$ cat src/rtl/alu_issue_if.sv
// Bundle of the issue stage's request, external-ALU and result signals.
// The slave modport is the stage's view; the master modport is the environment's view.
interface alu_issue_if #(
    parameter int WIDTH = 32
);
    logic             in_valid;
    logic             in_ready;
    logic [5:0]       in_funct;
    logic [WIDTH-1:0] in_a;
    logic [WIDTH-1:0] in_b;
    logic [4:0]       in_rd;

    logic [WIDTH-1:0] alu_a;
    logic [WIDTH-1:0] alu_b;
    logic [2:0]       alu_op;
    logic [WIDTH-1:0] alu_z;

    logic             out_valid;
    logic             out_ready;
    logic [WIDTH-1:0] out_result;
    logic             out_zero;
    logic [4:0]       out_rd;
    logic             out_err;
    logic [15:0]      ops_done;

    modport slave (
        input  in_valid, in_funct, in_a, in_b, in_rd, alu_z, out_ready,
        output in_ready, alu_a, alu_b, alu_op,
        output out_valid, out_result, out_zero, out_rd, out_err, ops_done
    );

    modport master (
        output in_valid, in_funct, in_a, in_b, in_rd, alu_z, out_ready,
        input  in_ready, alu_a, alu_b, alu_op,
        input  out_valid, out_result, out_zero, out_rd, out_err, ops_done
    );
endinterface

$ cat src/rtl/alu_issue_stage.sv
// Single-slot issue stage for MIPS R-type ALU ops: decodes funct, drives an
// external combinational ALU for one cycle, then holds the result until taken.
module alu_issue_stage #(
    parameter int WIDTH = 32
) (
    input  logic        clk,
    input  logic        rst_n,
    alu_issue_if.slave  bus
);
    typedef enum logic [1:0] {
        IDLE = 2'd0,
        EXEC = 2'd1,
        DONE = 2'd2
    } state_e;

    localparam logic [2:0] OP_AND = 3'b000;
    localparam logic [2:0] OP_OR  = 3'b001;
    localparam logic [2:0] OP_ADD = 3'b010;
    localparam logic [2:0] OP_SUB = 3'b110;
    localparam logic [2:0] OP_SLT = 3'b111;

    state_e           state_q, state_d;
    logic [2:0]       op_q, op_d;
    logic [WIDTH-1:0] a_q, a_d;
    logic [WIDTH-1:0] b_q, b_d;
    logic [4:0]       rd_q, rd_d;
    logic             err_q, err_d;
    logic [WIDTH-1:0] res_q, res_d;
    logic             zero_q, zero_d;
    logic [4:0]       out_rd_q, out_rd_d;
    logic             out_err_q, out_err_d;
    logic [15:0]      ops_done_q, ops_done_d;
    logic             live_q;

    logic       in_ready;
    logic       accept;
    logic       retire;
    logic [2:0] dec_op;
    logic       dec_err;

    always_comb begin
        dec_op  = OP_AND;
        dec_err = 1'b0;
        case (bus.in_funct)
            6'h24:   dec_op = OP_AND;
            6'h25:   dec_op = OP_OR;
            6'h20:   dec_op = OP_ADD;
            6'h22:   dec_op = OP_SUB;
            6'h2A:   dec_op = OP_SLT;
            default: dec_err = 1'b1;
        endcase
    end

    // live_q keeps in_ready low during reset and raises it on the first edge after release.
    assign in_ready = live_q && ((state_q == IDLE) || ((state_q == DONE) && bus.out_ready));
    assign accept   = bus.in_valid && in_ready;
    assign retire   = (state_q == DONE) && bus.out_ready;

    // NOTE: every variable gets its default before the case, so no path leaves one unassigned (no latches).
    always_comb begin
        state_d    = state_q;
        op_d       = op_q;
        a_d        = a_q;
        b_d        = b_q;
        rd_d       = rd_q;
        err_d      = err_q;
        res_d      = res_q;
        zero_d     = zero_q;
        out_rd_d   = out_rd_q;
        out_err_d  = out_err_q;
        ops_done_d = retire ? ops_done_q + 16'd1 : ops_done_q;

        if (accept) begin
            op_d  = dec_op;
            a_d   = bus.in_a;
            b_d   = bus.in_b;
            rd_d  = bus.in_rd;
            err_d = dec_err;
        end

        case (state_q)
            IDLE: begin
                if (accept) state_d = EXEC;
            end
            EXEC: begin
                res_d     = err_q ? '0 : bus.alu_z;
                zero_d    = (res_d == '0);
                out_rd_d  = rd_q;
                out_err_d = err_q;
                state_d   = DONE;
            end
            DONE: begin
                // A retiring result may hand its slot straight to the next request.
                if (retire) state_d = accept ? EXEC : IDLE;
            end
            default: state_d = IDLE;
        endcase
    end

    // NOTE: state registers use non-blocking assignments so all flops update together at the edge.
    always_ff @(posedge clk or negedge rst_n) begin
        if (!rst_n) begin
            state_q    <= IDLE;
            op_q       <= '0;
            a_q        <= '0;
            b_q        <= '0;
            rd_q       <= '0;
            err_q      <= 1'b0;
            res_q      <= '0;
            zero_q     <= 1'b0;
            out_rd_q   <= '0;
            out_err_q  <= 1'b0;
            ops_done_q <= '0;
            live_q     <= 1'b0;
        end else begin
            state_q    <= state_d;
            op_q       <= op_d;
            a_q        <= a_d;
            b_q        <= b_d;
            rd_q       <= rd_d;
            err_q      <= err_d;
            res_q      <= res_d;
            zero_q     <= zero_d;
            out_rd_q   <= out_rd_d;
            out_err_q  <= out_err_d;
            ops_done_q <= ops_done_d;
            live_q     <= 1'b1;
        end
    end

    // ALU operands come only from the latched request, never from the live inputs.
    assign bus.alu_a      = a_q;
    assign bus.alu_b      = b_q;
    assign bus.alu_op     = op_q;
    assign bus.in_ready   = in_ready;
    assign bus.out_valid  = (state_q == DONE);
    assign bus.out_result = res_q;
    assign bus.out_zero   = zero_q;
    assign bus.out_rd     = out_rd_q;
    assign bus.out_err    = out_err_q;
    assign bus.ops_done   = ops_done_q;
endmodule

$ cat src/flat_wrapper.sv
// flat-port wrapper written by rule: the top's interface ports become plain ports
module alu_issue_stage_flat 
#(
    parameter int WIDTH = 32
)
  (clk, rst_n, bus_in_valid, bus_in_funct, bus_in_a, bus_in_b, bus_in_rd, bus_alu_z, bus_out_ready, bus_in_ready, bus_alu_a, bus_alu_b, bus_alu_op, bus_out_valid, bus_out_result, bus_out_zero, bus_out_rd, bus_out_err, bus_ops_done);
  alu_issue_if #(.WIDTH(WIDTH)) bus_i ();
  input  logic clk;
  input  logic rst_n;
  input wire logic [$bits(bus_i.in_valid)-1:0] bus_in_valid;
  input wire logic [$bits(bus_i.in_funct)-1:0] bus_in_funct;
  input wire logic [$bits(bus_i.in_a)-1:0] bus_in_a;
  input wire logic [$bits(bus_i.in_b)-1:0] bus_in_b;
  input wire logic [$bits(bus_i.in_rd)-1:0] bus_in_rd;
  input wire logic [$bits(bus_i.alu_z)-1:0] bus_alu_z;
  input wire logic [$bits(bus_i.out_ready)-1:0] bus_out_ready;
  output wire logic [$bits(bus_i.in_ready)-1:0] bus_in_ready;
  output wire logic [$bits(bus_i.alu_a)-1:0] bus_alu_a;
  output wire logic [$bits(bus_i.alu_b)-1:0] bus_alu_b;
  output wire logic [$bits(bus_i.alu_op)-1:0] bus_alu_op;
  output wire logic [$bits(bus_i.out_valid)-1:0] bus_out_valid;
  output wire logic [$bits(bus_i.out_result)-1:0] bus_out_result;
  output wire logic [$bits(bus_i.out_zero)-1:0] bus_out_zero;
  output wire logic [$bits(bus_i.out_rd)-1:0] bus_out_rd;
  output wire logic [$bits(bus_i.out_err)-1:0] bus_out_err;
  output wire logic [$bits(bus_i.ops_done)-1:0] bus_ops_done;
  assign bus_i.in_valid = bus_in_valid;
  assign bus_i.in_funct = bus_in_funct;
  assign bus_i.in_a = bus_in_a;
  assign bus_i.in_b = bus_in_b;
  assign bus_i.in_rd = bus_in_rd;
  assign bus_i.alu_z = bus_alu_z;
  assign bus_i.out_ready = bus_out_ready;
  assign bus_in_ready = bus_i.in_ready;
  assign bus_alu_a = bus_i.alu_a;
  assign bus_alu_b = bus_i.alu_b;
  assign bus_alu_op = bus_i.alu_op;
  assign bus_out_valid = bus_i.out_valid;
  assign bus_out_result = bus_i.out_result;
  assign bus_out_zero = bus_i.out_zero;
  assign bus_out_rd = bus_i.out_rd;
  assign bus_out_err = bus_i.out_err;
  assign bus_ops_done = bus_i.ops_done;
  alu_issue_stage #(.WIDTH(WIDTH)) u_core (.clk(clk), .rst_n(rst_n), .bus(bus_i));
endmodule
$ cat config.mk
export PLATFORM = sky130hd
export DESIGN_NAME = alu_issue_stage_flat
export DESIGN_NICKNAME = d
export VERILOG_FILES = /design/src/rtl/alu_issue_if.sv /design/src/rtl/alu_issue_stage.sv /design/src/flat_wrapper.sv
export SDC_FILE = /design/constraint.sdc
export NUM_CORES = 1
export LEC_CHECK = 0
export ABC_AREA = 1
export BUFFER_PORTS_ARGS = -buffer_cell sky130_fd_sc_hd__buf_4
export CAP_MARGIN = 15
export CORE_ASPECT_RATIO = 0.5
export CORE_MARGIN = 8
export CORE_UTILIZATION = 43
export DETAILED_ROUTE_END_ITERATION = 7
export GPL_TIMING_DRIVEN = 0
export PLACE_DENSITY_LB_ADDON = 0.3
export SLEW_MARGIN = 20
export SYNTH_ARGS = -nofsm -noshare
export SYNTH_HDL_FRONTEND = slang
export SYNTH_SLANG_ARGS = --single-unit
$ cat constraint.sdc
create_clock -name clk -period 1.46 [get_ports clk]
set_input_delay 0.146 -clock clk [delete_from_list [all_inputs] [get_ports clk]]
set_output_delay 0.146 -clock clk [all_outputs]
set_load 0.1 [all_outputs]
# Word-level counts from Yosys, hierarchy flattened
# Cells that the tools add are included.
[word_totals] ff_bits=131 input_bits=111 output_inout_bits=124 elab_cells=37
[classes] n_eq_ne=9 addsub=1 n_mux=7 n_reduce_logical=8
[op_table] operator="$logic_not A32 Y1" n=1
[op_table] operator="$mux W32" n=1
[op_table] operator="$eq A6 B6 Y1 const B" n=5
[op_table] operator="$add A16 B1 Y16 const B" n=1
[op_table] operator="$pmux W3 S4" n=1
[op_table] operator="$pmux W2 S3" n=1
[op_table] operator="$reduce_or A5 Y1" n=1
[op_table] operator="$mux W2" n=2
[op_table] operator="$ne A2 B1 Y1 const B" n=2
[op_table] operator="$logic_and A1 B1 Y1" n=3
[op_table] operator="$eq A2 B1 Y1 const B" n=1
[op_table] operator="$eq A2 B2 Y1 const B" n=1
[op_table] operator="$logic_not A2 Y1" n=1
[op_table] operator="$mux W1" n=2
[op_table] operator="$reduce_and A2 Y1" n=1
[op_table] operator="$logic_or A1 B1 Y1" n=1

# Depth between registers and ports, before layout
# Gate-level depths: netlist of run 1.
[logic_depth] word_depth=8 depth_mapped=10 mapped_depth_nobuf=8

# Least setup slack after synthesis of run 1
# OpenSTA, ideal clock, no wires.
[synth_path] kind="reg-to-reg" startpoint="register u_core.state_q[0]" endpoint="register u_core.ops_done_q[2], in the netlist u_core.bus.ops_done[2]" path_stages_with_launch=4 t_required_ns=1.301 period_less_slack_ns=2.266 slack_ns=-0.806 t_arrival_ns=2.107 n_path_buf=0 setup_time_ns=0.159 cell_sequence="dfrtp_1 -> nor2_1 -> nand3_1 -> xnor2_1"
[synth_between] elab_chain_len=2
[synth_rtl] element="from (decl)" line_no="alu_issue_stage.sv:22" source="state_e state_q, state_d;"
[synth_rtl] element="from (signal assigned)" line_no="alu_issue_stage.sv:116" source="state_q <= state_d;"
[synth_rtl] element="$eq A2 B2 Y1"
[synth_rtl] element="via bus_out_valid" line_no="flat_wrapper.sv:21" source="output wire logic [$bits(bus_i.out_valid)-1:0] bus_out_valid;"
[synth_rtl] element="$logic_and A1 B1 Y1" line_no="alu_issue_stage.sv:57" source="assign retire = (state_q == DONE) && bus.out_ready;"
[synth_rtl] element="to (signal assigned)" line_no="alu_issue_stage.sv:126" source="ops_done_q <= ops_done_d;"
[synth_rtl] element="to (decl)" line_no="alu_issue_stage.sv:32" source="logic [15:0] ops_done_q, ops_done_d;"
# The timed path passes the listed nets, and every way through them passes these cells.
# A chain may end at the register's enable or synchronous reset.

# Worst setup path after layout of run 1
[layout_path] startpoint="register u_core.state_q[1]" endpoint="output bus_in_ready"
[layout_between] elab_chain_len=4 elab_cells_between_ends=5 cone_classes="eq/ne (1); reduce/logical (4)"
[layout_rtl] element="$eq A2 B2 Y1" line_no="alu_issue_stage.sv:55" source="assign in_ready = live_q && ((state_q == IDLE) || ((state_q == DONE) && bus.out_ready));"
[layout_rtl] element="$logic_and A1 B1 Y1" line_no="alu_issue_stage.sv:55"
[layout_rtl] element="$logic_or A1 B1 Y1 *" line_no="alu_issue_stage.sv:55"
[layout_rtl] element="$logic_and A1 B1 Y1 *" line_no="alu_issue_stage.sv:55"
[layout_rtl] element="to (decl)" line_no="flat_wrapper.sv:17" source="output wire logic [$bits(bus_i.in_ready)-1:0] bus_in_ready;"
# Every way passes the cells marked *; elsewhere a longest branch is shown, timed or not.

==> results of run 1 <==
cells in the final DEF, fill, tap and decap left out, types with 2 or more instances in the layout:
| cell type | synthesis | routed |
|---|---|---|
| buf_12 | 0 | 3 |
| buf_2 | 8 | 6 |
| buf_4 | 1 | 239 |
| buf_8 | 0 | 6 |
| bufinv_16 | 0 | 4 |
| clkbuf_1 | 12 | 4 |
| clkbuf_16 | 0 | 23 |
| clkbuf_2 | 0 | 4 |
| clkbuf_4 | 0 | 7 |
| clkinv_2 | 0 | 2 |
| clkinv_4 | 0 | 4 |
| dfrtp_1 | 131 | 115 |
| dfrtp_2 | 0 | 9 |
| dfrtp_4 | 0 | 7 |
| dlygate4sd3_1 | 0 | 70 |
| inv_1 | 25 | 24 |
| inv_2 | 3 | 2 |
| inv_6 | 0 | 2 |
| nand2_1 | 311 | 296 |
| nand2_2 | 1 | 14 |
| nand3_1 | 12 | 10 |
| nand4_1 | 5 | 5 |
| nor2_1 | 24 | 17 |
| nor2_4 | 0 | 6 |
| nor3_1 | 3 | 3 |
| o21ai_0 | 46 | 45 |
| xnor2_1 | 3 | 3 |
| xor2_1 | 9 | 9 |
what timing repair did:
item	CTS	global route
hold buffers	70	0
pin swaps	3	4
setup endpoints to repair	106	118
gates resized for setup	18	52
gates cloned	0	6
setup buffers	7	2
hold endpoints to repair	113	0
worst reg2reg max path, cell delays in order, from the launching register on:
cell       delay (ps)
dfrtp_1           370
inv_2              60
or2_4             240
nand2_4            80
inv_6              50
nand2_8           100
inv_8              60
clkbuf_16         160
clkbuf_16         150
nand2_1            60
nand2_1            60
power by group:
part	internal [µW]	switching (µW)	total (µW)
clock	2870	1580	4450
sequential	4400	486	4880
combinational	1770	6500	8260
total	9030	8570	17600
per-stage QoR:
| stage | cells | total power [µW] | instance area (µm²) | worst slack [ps] | hold WS (ps) |
|---|---|---|---|---|---|
| floorplan | 605 | 10900 | 5380 | -51.4 | -150 |
| global placement | 1004 | 12700 | 7340 | -493 | 338 |
| detailed placement | 1005 | 12800 | 7370 | -239 | 69.2 |
| CTS | 1114 | 17500 | 8800 | -57.3 | 8.33 |
| global route | 1120 | 18200 | 9090 | -78.4 | 10.5 |
| finish | 1121 | 17600 | 9090 | -34.2 | 20.0 |
flip-flops by register name, summed over array words and instances (netlist names):
name                   flops
u_core.live_q              1
u_core.bus.out_rd          5
u_core.bus.alu_b          32
u_core.state_q             2
u_core.bus.ops_done       16
u_core.bus.alu_op          3
u_core.err_q               1
u_core.bus.out_result     32
u_core.bus.out_err         1
u_core.bus.alu_a          32
u_core.bus.out_zero        1
u_core.rd_q                5
worst paths after layout:
kind | end | slack (ps) | cells past startpoint
min in group asynchronous | u_core.bus.alu_b[18] | 240 | 2
max in group asynchronous | u_core.bus.ops_done[3] | 460 | 3
hold reg to reg | u_core.bus.out_rd[4] | 480 | 2
setup / recovery | bus_in_ready | -30 | 5
hold / removal | u_core.bus.out_result[22] | 20 | 3
setup reg to reg | u_core.bus.alu_a[30] | -30 | 10
area by class of cell:
| cell class | instances | area share |
|---|---|---|
| inverters | 28 | 0.0129 |
| repair buffers | 320 | 0.302 |
| diodes | 1 | 0.000275 |
| clock inverters | 12 | 0.0200 |
| clock buffers | 20 | 0.0480 |
| plain buffers | 24 | 0.0217 |
| multi-input cells | 420 | 0.208 |
| well taps | 165 | 0.0227 |
| flip-flops and latches | 131 | 0.365 |
routing by layer:
layer  wire [µm]  track usage
met1        7170        0.244
met2        9350        0.380
met3        1080       0.0593
met4         576       0.0912
met5           0            0
kinds of logic after synthesis:
| group | count (synthesis) | synth area share |
|---|---|---|
| fa+ha+maj | 1 | 0.00237 |
| buf+inv | 54 | 0.0467 |
| other cells | 1 | 0.000710 |
| flops | 131 | 0.621 |
| mux | 1 | 0.00213 |
| xor+xnor | 12 | 0.0199 |
| simple gates | 358 | 0.262 |
| compound gates | 47 | 0.0453 |
==> summary.txt, run 1 <==
CTS root buffer = clkbuf_16
fraction of layout cells with a size suffix above 1 = 0.366
Clock Skew = 11.0 ps
RR Startpoint = u_core.state_q[1]
multi-input logic area = 1890 µm²
DIE AREA = 16300 µm²
Worst VDD drop = 1.15 mV
syn_nets = 717
largest net degree at the start of global routing = 88
final core occ = 0.763
Critical Path Source = u_core.state_q[1]
RSZ-0062 raised after global routing = true
Worst EP arrival = 1350 ps
Core Area = 11900 µm²
Mapped Avg Cell Area = 8.73 µm²
Critical Path Fanout Max = 2
Overall Global Routing Usage = 0.214
Setup TNS = -121 ps
CTS H-Tree Depth = 4
final hold vios = 0
hold_sp = bus_alu_z[22]
Worst Slack Setup Final = -34.2 ps
total global routing overflow = 0
WP buf/inv = 3
Peak Freq = 0.669 GHz
Core Rows = 28
Power Density = 1940 nW/µm²
die height = 94.4 µm
Slowest-stage cell, CP = dfrtp_1
Clock transition at path regs = 50 ps
largest stage delay on the critical path = 370 ps
Worst EP required = 1310 ps
register area = 3320 µm²
Avg Vias per Cell = 4.77
vias in the first global route = 5559
TritonCTS clock tree = built
Post-synth EDFFs = 0
dpl hpwl = 11900 µm
Tmin final = 1490 ps
run status = finished, violations left
CP top delay family = flip-flops
commonest cells in the synthesized netlist = nand2_1, dfrtp_1, o21ai_0
Ports = 235
LEAKAGE = 0.00481 µW
Initial Utilization = 0.443
initial antenna violation count = 0
max_cap viols = 0
post-route antenna net violation count = 0
area delta synth->final = 72.2%
DR vias = 5342
port bufs = 234
critical path class = reg -> out
Fill cells = 815
final worst-path cycle share = 1.02
Die X = 173 µm
1st-pass router iterations = 5
cell taking the most area after synthesis = dfrtp_1
synth top area cells = dfrtp_1, nand2_1, o21ai_0, inv_1, nor2_1
Syn. warnings = 0
Yosys cell types = 23
number of DRC markers in iteration 0 = 363
gpl congestion = 0.771
#FFs+latches synth = 131
count leader, synth = nand2_1
TritonCTS buffer count = 17
final setup vio count = 7
min-delay worst type = in -> reg
Max clock buf depth = 2
first-pass GRT wire length = 28100 µm
Post-Syn Area = 5280 µm²
final WL = 18200 µm
Post-Synthesis Cells = 605
Cell Chain, Critical Path = inv_2 > or2_4 > nand2_4 > inv_6 > buf_12
drt drc = 0
register area share after synthesis = 0.621
clk_lat worst skew = 400 ps
final-report max-slew violation count = 0
Nets = 1054
Worst setup SP type = flop
top cell type's share of synthesized area = 0.621
Crit. End Element = primary output
clk sinks = 131
Post-synth ARST share = 1.00
violated checks = negative setup slack
drt wl/cell = 16.2 µm
Main synth FF type = dfrtp_1
No activity file was read; power rests on OpenSTA's default activity.
==> inputs of run 2 (changes only) <==
--- a/config.mk
+++ b/config.mk
@@ -6,7 +6,7 @@
 export NUM_CORES = 1
 export LEC_CHECK = 0
 export ABC_AREA = 1
-export BUFFER_PORTS_ARGS = -buffer_cell sky130_fd_sc_hd__buf_4
+export BUFFER_PORTS_ARGS = -buffer_cell sky130_fd_sc_hd__buf_2
 export CAP_MARGIN = 15
 export CORE_ASPECT_RATIO = 0.5
 export CORE_MARGIN = 8
==> run 2 against run 1 <==
Effect of this change: total power fell by 3.9%; highest routed layer unchanged; largest power group unchanged; first-iteration DRC count fell by 0.55%; sequential power barely moved; critical path depth did not move; the run still ends with negative setup slack left.
==> summary.txt, run 2 (synthesis gave the netlist of run 1 again) <==
Clock transition at path regs = 50 ps (about the same)
final WL = 18400 µm (was 18200 µm)
commonest non-fill, non-tap cells in the layout = nand2_1, buf_2, dfrtp_1 (was nand2_1, buf_4, dfrtp_1)
Slowest-stage cell, CP = dfrtp_1 (unchanged)
Gate power share = 0.465 (was 0.470)
area delta synth->final = 64.6% (was 72.2%)
Worst setup SP type = flop (unchanged)
slew at the pin closest to its max-slew limit = 525 ps
max_cap viols = 0 (unchanged)
Cell Chain, Critical Path = inv_2 > or2_4 > nand2_4 > inv_6 > buf_12 (unchanged)
Nets = 1054 (unchanged)
Fill cells = 884 (was 815)
CP top delay family = flip-flops (unchanged)
Max clock buf depth = 2 (unchanged)
Die X = 173 µm (unchanged)
Power Total = 16900 µW (was 17600 µW)
clk_lat worst skew = 400 ps (about the same)
Overall Global Routing Usage = 0.208 (was 0.214)
CTS root buffer = clkbuf_16 (unchanged)
Crit. End Element = primary output (unchanged)
LEAKAGE = 0.00480 µW (was 0.00481 µW)
violated checks = negative setup slack (unchanged)
CTS H-Tree Depth = 4 (unchanged)
Worst EP required = 1310 ps (about the same)
final non-filler cell area = 8690 µm² (was 9090 µm²)
Worst EP arrival = 1350 ps (about the same)
switching part of the total = 0.504 (was 0.487)
critical path class = reg -> out (unchanged)
Ports = 235 (unchanged)
Core Area = 11900 µm² (unchanged)
Setup TNS = -99.7 ps (was -121 ps)
port bufs = 234 (unchanged)
DR vias = 5362 (was 5342)
run status = finished, violations left (unchanged)
number of DRC markers in iteration 0 = 361 (was 363)
initial antenna violation count = 1 (was 0)
post-route antenna net violation count = 0 (unchanged)
min-delay worst type = in -> reg (unchanged)
drt drc = 0 (unchanged)
1st-pass router iterations = 5 (unchanged)
final-report max-slew violation count = 0 (unchanged)
Core Rows = 28 (unchanged)
Tmin final = 1500 ps (was 1490 ps)
Worst VDD drop = 0.990 mV (was 1.15 mV)
RSZ-0062 raised after global routing = true (unchanged)
final worst-path cycle share = 1.03 (was 1.02)
TritonCTS clock tree = built (unchanged)
Worst Slack Setup Final = -40.4 ps (was -34.2 ps)
die height = 94.4 µm (unchanged)
Min Hold Slack = 11.8 ps (was 20.0 ps)
fraction of power consumed by the clock network = 0.248 (was 0.253)
total global routing overflow = 0 (unchanged)
Power Density = 1950 nW/µm² (was 1940 nW/µm²)
clk sinks = 131 (unchanged)
Avg Vias per Cell = 4.78 (was 4.77)
Sw Pwr = 8540 µW (was 8570 µW)
Initial Utilization = 0.443 (unchanged)
fraction of layout cells with a size suffix above 1 = 0.410 (was 0.366)
Max-slew headroom = 0.652
first-pass GRT wire length = 27500 µm (was 28100 µm)
Placement Cell Area = 6790 µm² (was 7370 µm²)
dpl hpwl = 11600 µm (was 11900 µm)
drt wl/cell = 16.4 µm (was 16.2 µm)
largest stage delay on the critical path = 370 ps (about the same)
largest net degree at the start of global routing = 96 (was 88)
WP buf/inv = 3 (unchanged)
commonest non-fill, non-tap cell in the layout = nand2_1 (unchanged)
Critical Path Fanout Max = 3 (was 2)
TritonCTS buffer count = 17 (unchanged)
vias in the first global route = 5625 (was 5559)
P_int = 8390 µW (was 9030 µW)
gpl congestion = 0.773 (was 0.771)
final hold vios = 0 (unchanged)
DIE AREA = 16300 µm² (unchanged)
sequential share of power = 0.287 (was 0.277)
Clock Skew = 9.79 ps (was 11.0 ps)
final core occ = 0.730 (was 0.763)
Peak Freq = 0.667 GHz (was 0.669 GHz)
final setup vio count = 5 (was 7)
-- run 2: changes by cell type in the layout (fill, tap and decap cells not counted), moves of 3 or more --
cell      change
nand2_4      +19
buf_12        +3
nand2_2      +27
clkinv_2      +4
nand2_1      -46
buf_2       +228
buf_4       -230
clkinv_4      -3
-- run 2: area by class of cell --
class / count / area (µm²) / area share
sequential: 131 / 3320 / 0.382
clock inverter: 11 / 136 / 0.0157
multi-input combinational: 420 / 2090 / 0.240
inverter: 28 / 118 / 0.0135
buffer: 26 / 235 / 0.0271
tap: 165 / 206 / 0.0238
clock buffer: 21 / 440 / 0.0507
timing repair buffer: 318 / 2150 / 0.247
antenna: 1 / 2.50 / 0.000288
-- run 2: worst min-delay path, cell delays in order --
cell and delay (ps):
buf_2 100, nand2_1 50, o21ai_0 70
-- run 2: what timing repair did --
action,in CTS,in global routing
endpoints found under the setup margin,106,100
hold buffers,71,0
cloned,0,5
resized for setup,24,126
pin swaps,2,9
hold endpoints to repair,106,0
setup buffers,5,2
-- run 2: layer usage --
| metal | track usage | part of all wire |
|---|---|---|
| met5 | 0 | 0 |
| met4 | 0.0884 | 0.029 |
| met3 | 0.0653 | 0.061 |
| met2 | 0.368 | 0.52 |
| met1 | 0.235 | 0.39 |
-- run 2: final timing paths --
| path | end | depth (start not counted) | slack, ps | startpoint |
|---|---|---|---|---|
| max | bus_in_ready | 5 | -40 | u_core.state_q[1] |
| min | u_core.bus.out_result[20] | 3 | 10 | bus_alu_z[20] |
| max reg2reg | u_core.bus.alu_b[16] | 10 | -30 | u_core.state_q[1] |
| min reg2reg | u_core.bus.out_rd[4] | 2 | 470 | u_core.rd_q[4] |
| max in group asynchronous | u_core.bus.ops_done[6] | 3 | 500 | rst_n |
| min in group asynchronous | u_core.bus.alu_b[13] | 2 | 210 | rst_n |
-- run 2: power groups by stage --
stage	sequential (µW)	clock, µW	combinational, µW
6_report	4850	4200	7860
5_1_grt	4950	4430	8180
4_1_cts	4820	4260	7640
3_5_place_dp	4870	0	7410
3_3_place_gp	4840	0	7330
2_1_floorplan	9920	0	942
-- run 2: per-stage QoR --
stage	instances	setup slack (ps)
floorplan	605	-51.4
global placement	1004	-1990
detailed placement	1005	-260
CTS	1113	-53.9
global route	1121	-97.4
finish	1121	-40.4
==> inputs of run 3 (changes only) <==
--- a/config.mk
+++ b/config.mk
@@ -6,6 +6,7 @@
 export NUM_CORES = 1
 export LEC_CHECK = 0
 export ABC_AREA = 1
+export ABC_CLOCK_PERIOD_IN_PS = 1460
 export BUFFER_PORTS_ARGS = -buffer_cell sky130_fd_sc_hd__buf_2
 export CAP_MARGIN = 15
 export CORE_ASPECT_RATIO = 0.5
@@ -13,7 +14,7 @@
 export CORE_UTILIZATION = 43
 export DETAILED_ROUTE_END_ITERATION = 7
 export GPL_TIMING_DRIVEN = 0
-export PLACE_DENSITY_LB_ADDON = 0.3
+export PLACE_DENSITY = 0.77
 export SLEW_MARGIN = 20
 export SYNTH_ARGS = -nofsm -noshare
 export SYNTH_HDL_FRONTEND = slang
==> run 3 against run 2 <==
Effect of this change: the run still ends with negative setup slack left; worst hold slack worse by 2.4 ps; sequential share of layout area up 0.51 points; register-to-register slack better by 40 ps; combinational power down 1%; critical path type unchanged.
==> summary.txt, run 3 (synthesis gave the netlist of run 1 again) <==
run status = finished, violations left (unchanged)
violated checks = negative setup slack (unchanged)
first-pass GRT wire length = 27500 µm (about the same)
Placement Cell Area = 6790 µm² (unchanged)
Worst EP required = 1310 ps (about the same)
Crit. End Element = primary output (unchanged)
RSZ-0062 raised after global routing = true (unchanged)
drt wl/cell = 15.9 µm (was 16.4 µm)
sequential share of power = 0.286 (was 0.287)
initial antenna violation count = 2 (was 1)
Gate power share = 0.459 (was 0.465)
Worst setup SP type = flop (unchanged)
Peak Freq = 0.661 GHz (was 0.667 GHz)
drt drc = 0 (unchanged)
vias in the first global route = 5531 (was 5625)
die height = 94.4 µm (unchanged)
placed cells = 1005 (unchanged)
DIE AREA = 16300 µm² (unchanged)
TritonCTS clock tree = built (unchanged)
final core occ = 0.720 (was 0.730)
Max-slew headroom = 0.639 (was 0.652)
final WL = 18000 µm (was 18400 µm)
Sw Pwr = 8540 µW (about the same)
final-report max-slew violation count = 0 (unchanged)
total global routing overflow = 0 (unchanged)
Clock transition at path regs = 60 ps (was 50 ps)
final setup vio count = 1 (was 5)
Worst VDD drop = 1.10 mV (was 0.990 mV)
Worst EP arrival = 1370 ps (was 1350 ps)
P_int = 8420 µW (was 8390 µW)
Tmin final = 1510 ps (was 1500 ps)
clk sinks = 131 (unchanged)
Core Rows = 28 (unchanged)
post-route antenna net violation count = 0 (unchanged)
critical path class = reg -> out (unchanged)
slew at the pin closest to its max-slew limit = 542 ps (was 525 ps)
gpl congestion = 0.785 (was 0.773)
dpl hpwl = 11600 µm (about the same)
switching part of the total = 0.504 (about the same)
port bufs = 234 (unchanged)
Cell Count, Final, Fillers Out = 1131 (was 1121)
commonest non-fill, non-tap cells in the layout = nand2_1, buf_2, dfrtp_1 (unchanged)
Clock Skew = 9.00 ps (was 9.79 ps)
fraction of layout cells with a size suffix above 1 = 0.363 (was 0.410)
clk_lat worst skew = 410 ps (was 400 ps)
CTS root buffer = clkbuf_16 (unchanged)
Power Density = 1980 nW/µm² (was 1950 nW/µm²)
final hold vios = 0 (unchanged)
Critical Path Fanout Max = 3 (unchanged)
Initial Utilization = 0.443 (unchanged)
Cell Chain, Critical Path = inv_2 > or2_4 > nand2_4 > inv_6 > buf_12 (unchanged)
largest net degree at the start of global routing = 100 (was 96)
largest stage delay on the critical path = 380 ps (was 370 ps)
final non-filler cell area = 8580 µm² (was 8690 µm²)
fraction of power consumed by the clock network = 0.255 (was 0.248)
min-delay worst type = in -> reg (unchanged)
number of DRC markers in iteration 0 = 402 (was 361)
Overall Global Routing Usage = 0.208 (about the same)
commonest non-fill, non-tap cell in the layout = nand2_1 (unchanged)
Fill cells = 860 (was 884)
Nets = 1061 (was 1054)
Slowest-stage cell, CP = dfrtp_1 (unchanged)
Ports = 235 (unchanged)
LEAKAGE = 0.00469 µW (was 0.00480 µW)
Core Area = 11900 µm² (unchanged)
DR vias = 5341 (was 5362)
final worst-path cycle share = 1.04 (was 1.03)
area delta synth->final = 62.4% (was 64.6%)
Max clock buf depth = 2 (unchanged)
max_cap viols = 0 (unchanged)
CTS H-Tree Depth = 4 (unchanged)
TritonCTS buffer count = 17 (unchanged)
Avg Vias per Cell = 4.72 (was 4.78)
Die X = 173 µm (unchanged)
Worst Slack Setup Final = -52.2 ps (was -40.4 ps)
1st-pass router iterations = 5 (unchanged)
run 3: cell types whose count changed in the layout (fill, tap and decap cells not counted), moves of 4 or more:
cell           before  now
nand2_1           250  298
nand2_2            41   12
nand2_4            20    1
clkbuf_4            5   11
buf_4               9   13
clkbuf_1            6    2
clkinv_4            1    5
diode_2             1    5
dlygate4sd3_1      71   75
run 3: timing repair:
action | CTS | global route
cloned | 0 | 6
setup buffers | 4 | 5
pin swaps | 1 | 5
endpoints found under the setup margin | 106 | 119
endpoints found under the hold margin | 106 | 0
resized for setup | 21 | 57
hold buffers | 75 | 0
run 3: per-layer routing:
layer / part of all wire / track usage / vias up
met4: 0.035 / 0.118 / 0
met2: 0.51 / 0.380 / 188
met5: 0 / 0 / -
met1: 0.39 / 0.221 / 2542
li1: - / - / 2562
met3: 0.060 / 0.0585 / 49
run 3: worst paths after layout:
path,end,slack [ps],depth (start not counted),start
hold reg to reg,u_core.bus.ops_done[15],470,1,u_core.bus.ops_done[15]
hold / removal,u_core.bus.out_result[10],9,3,bus_alu_z[10]
setup reg to reg,u_core.bus.alu_a[15],10,10,u_core.state_q[1]
setup / recovery,bus_in_ready,-50,5,u_core.state_q[1]
max in group asynchronous,u_core.bus.alu_a[11],490,3,rst_n
min in group asynchronous,u_core.bus.alu_a[12],180,2,rst_n
run 3: per-stage QoR:
step	hold slack (ps)	setup TNS, ps	power, µW	setup WS, ps
after floorplan	-150	-54.3	10900	-51.4
after global placement	338	-214650	12200	-1990
after detailed placement	28.0	-12250	12300	-273
after CTS	0.508	-61.5	16800	-61.5
after global routing	18.6	-2200	17500	-107
final	9.43	-52.2	17000	-52.2
run 3: cell type report:
| cell class | count | area, µm² | share of cell area |
|---|---|---|---|
| flip-flops and latches | 131 | 3320 | 0.387 |
| multi-input cells | 420 | 1880 | 0.220 |
| clock inverters | 13 | 161 | 0.0188 |
| inverters | 28 | 118 | 0.0137 |
| diodes | 5 | 12.5 | 0.00146 |
| clock buffers | 18 | 439 | 0.0512 |
| repair buffers | 325 | 2210 | 0.258 |
| plain buffers | 26 | 225 | 0.0263 |
| well taps | 165 | 206 | 0.0241 |
run 3: critical path: cells and delay by family, from the launching register on:
family        cells  cell delay (ps)
simple gates      2              320
flops             1              380
buf+inv           3              270
run 3: power by group through the flow:
stage | registers (µW) | clock network, µW | logic [µW]
after global routing | 4930 | 4540 | 8070
after CTS | 4820 | 4380 | 7630
after global placement | 4840 | 0 | 7330
after detailed placement | 4870 | 0 | 7410
after floorplan | 9920 | 0 | 942
final | 4840 | 4330 | 7780
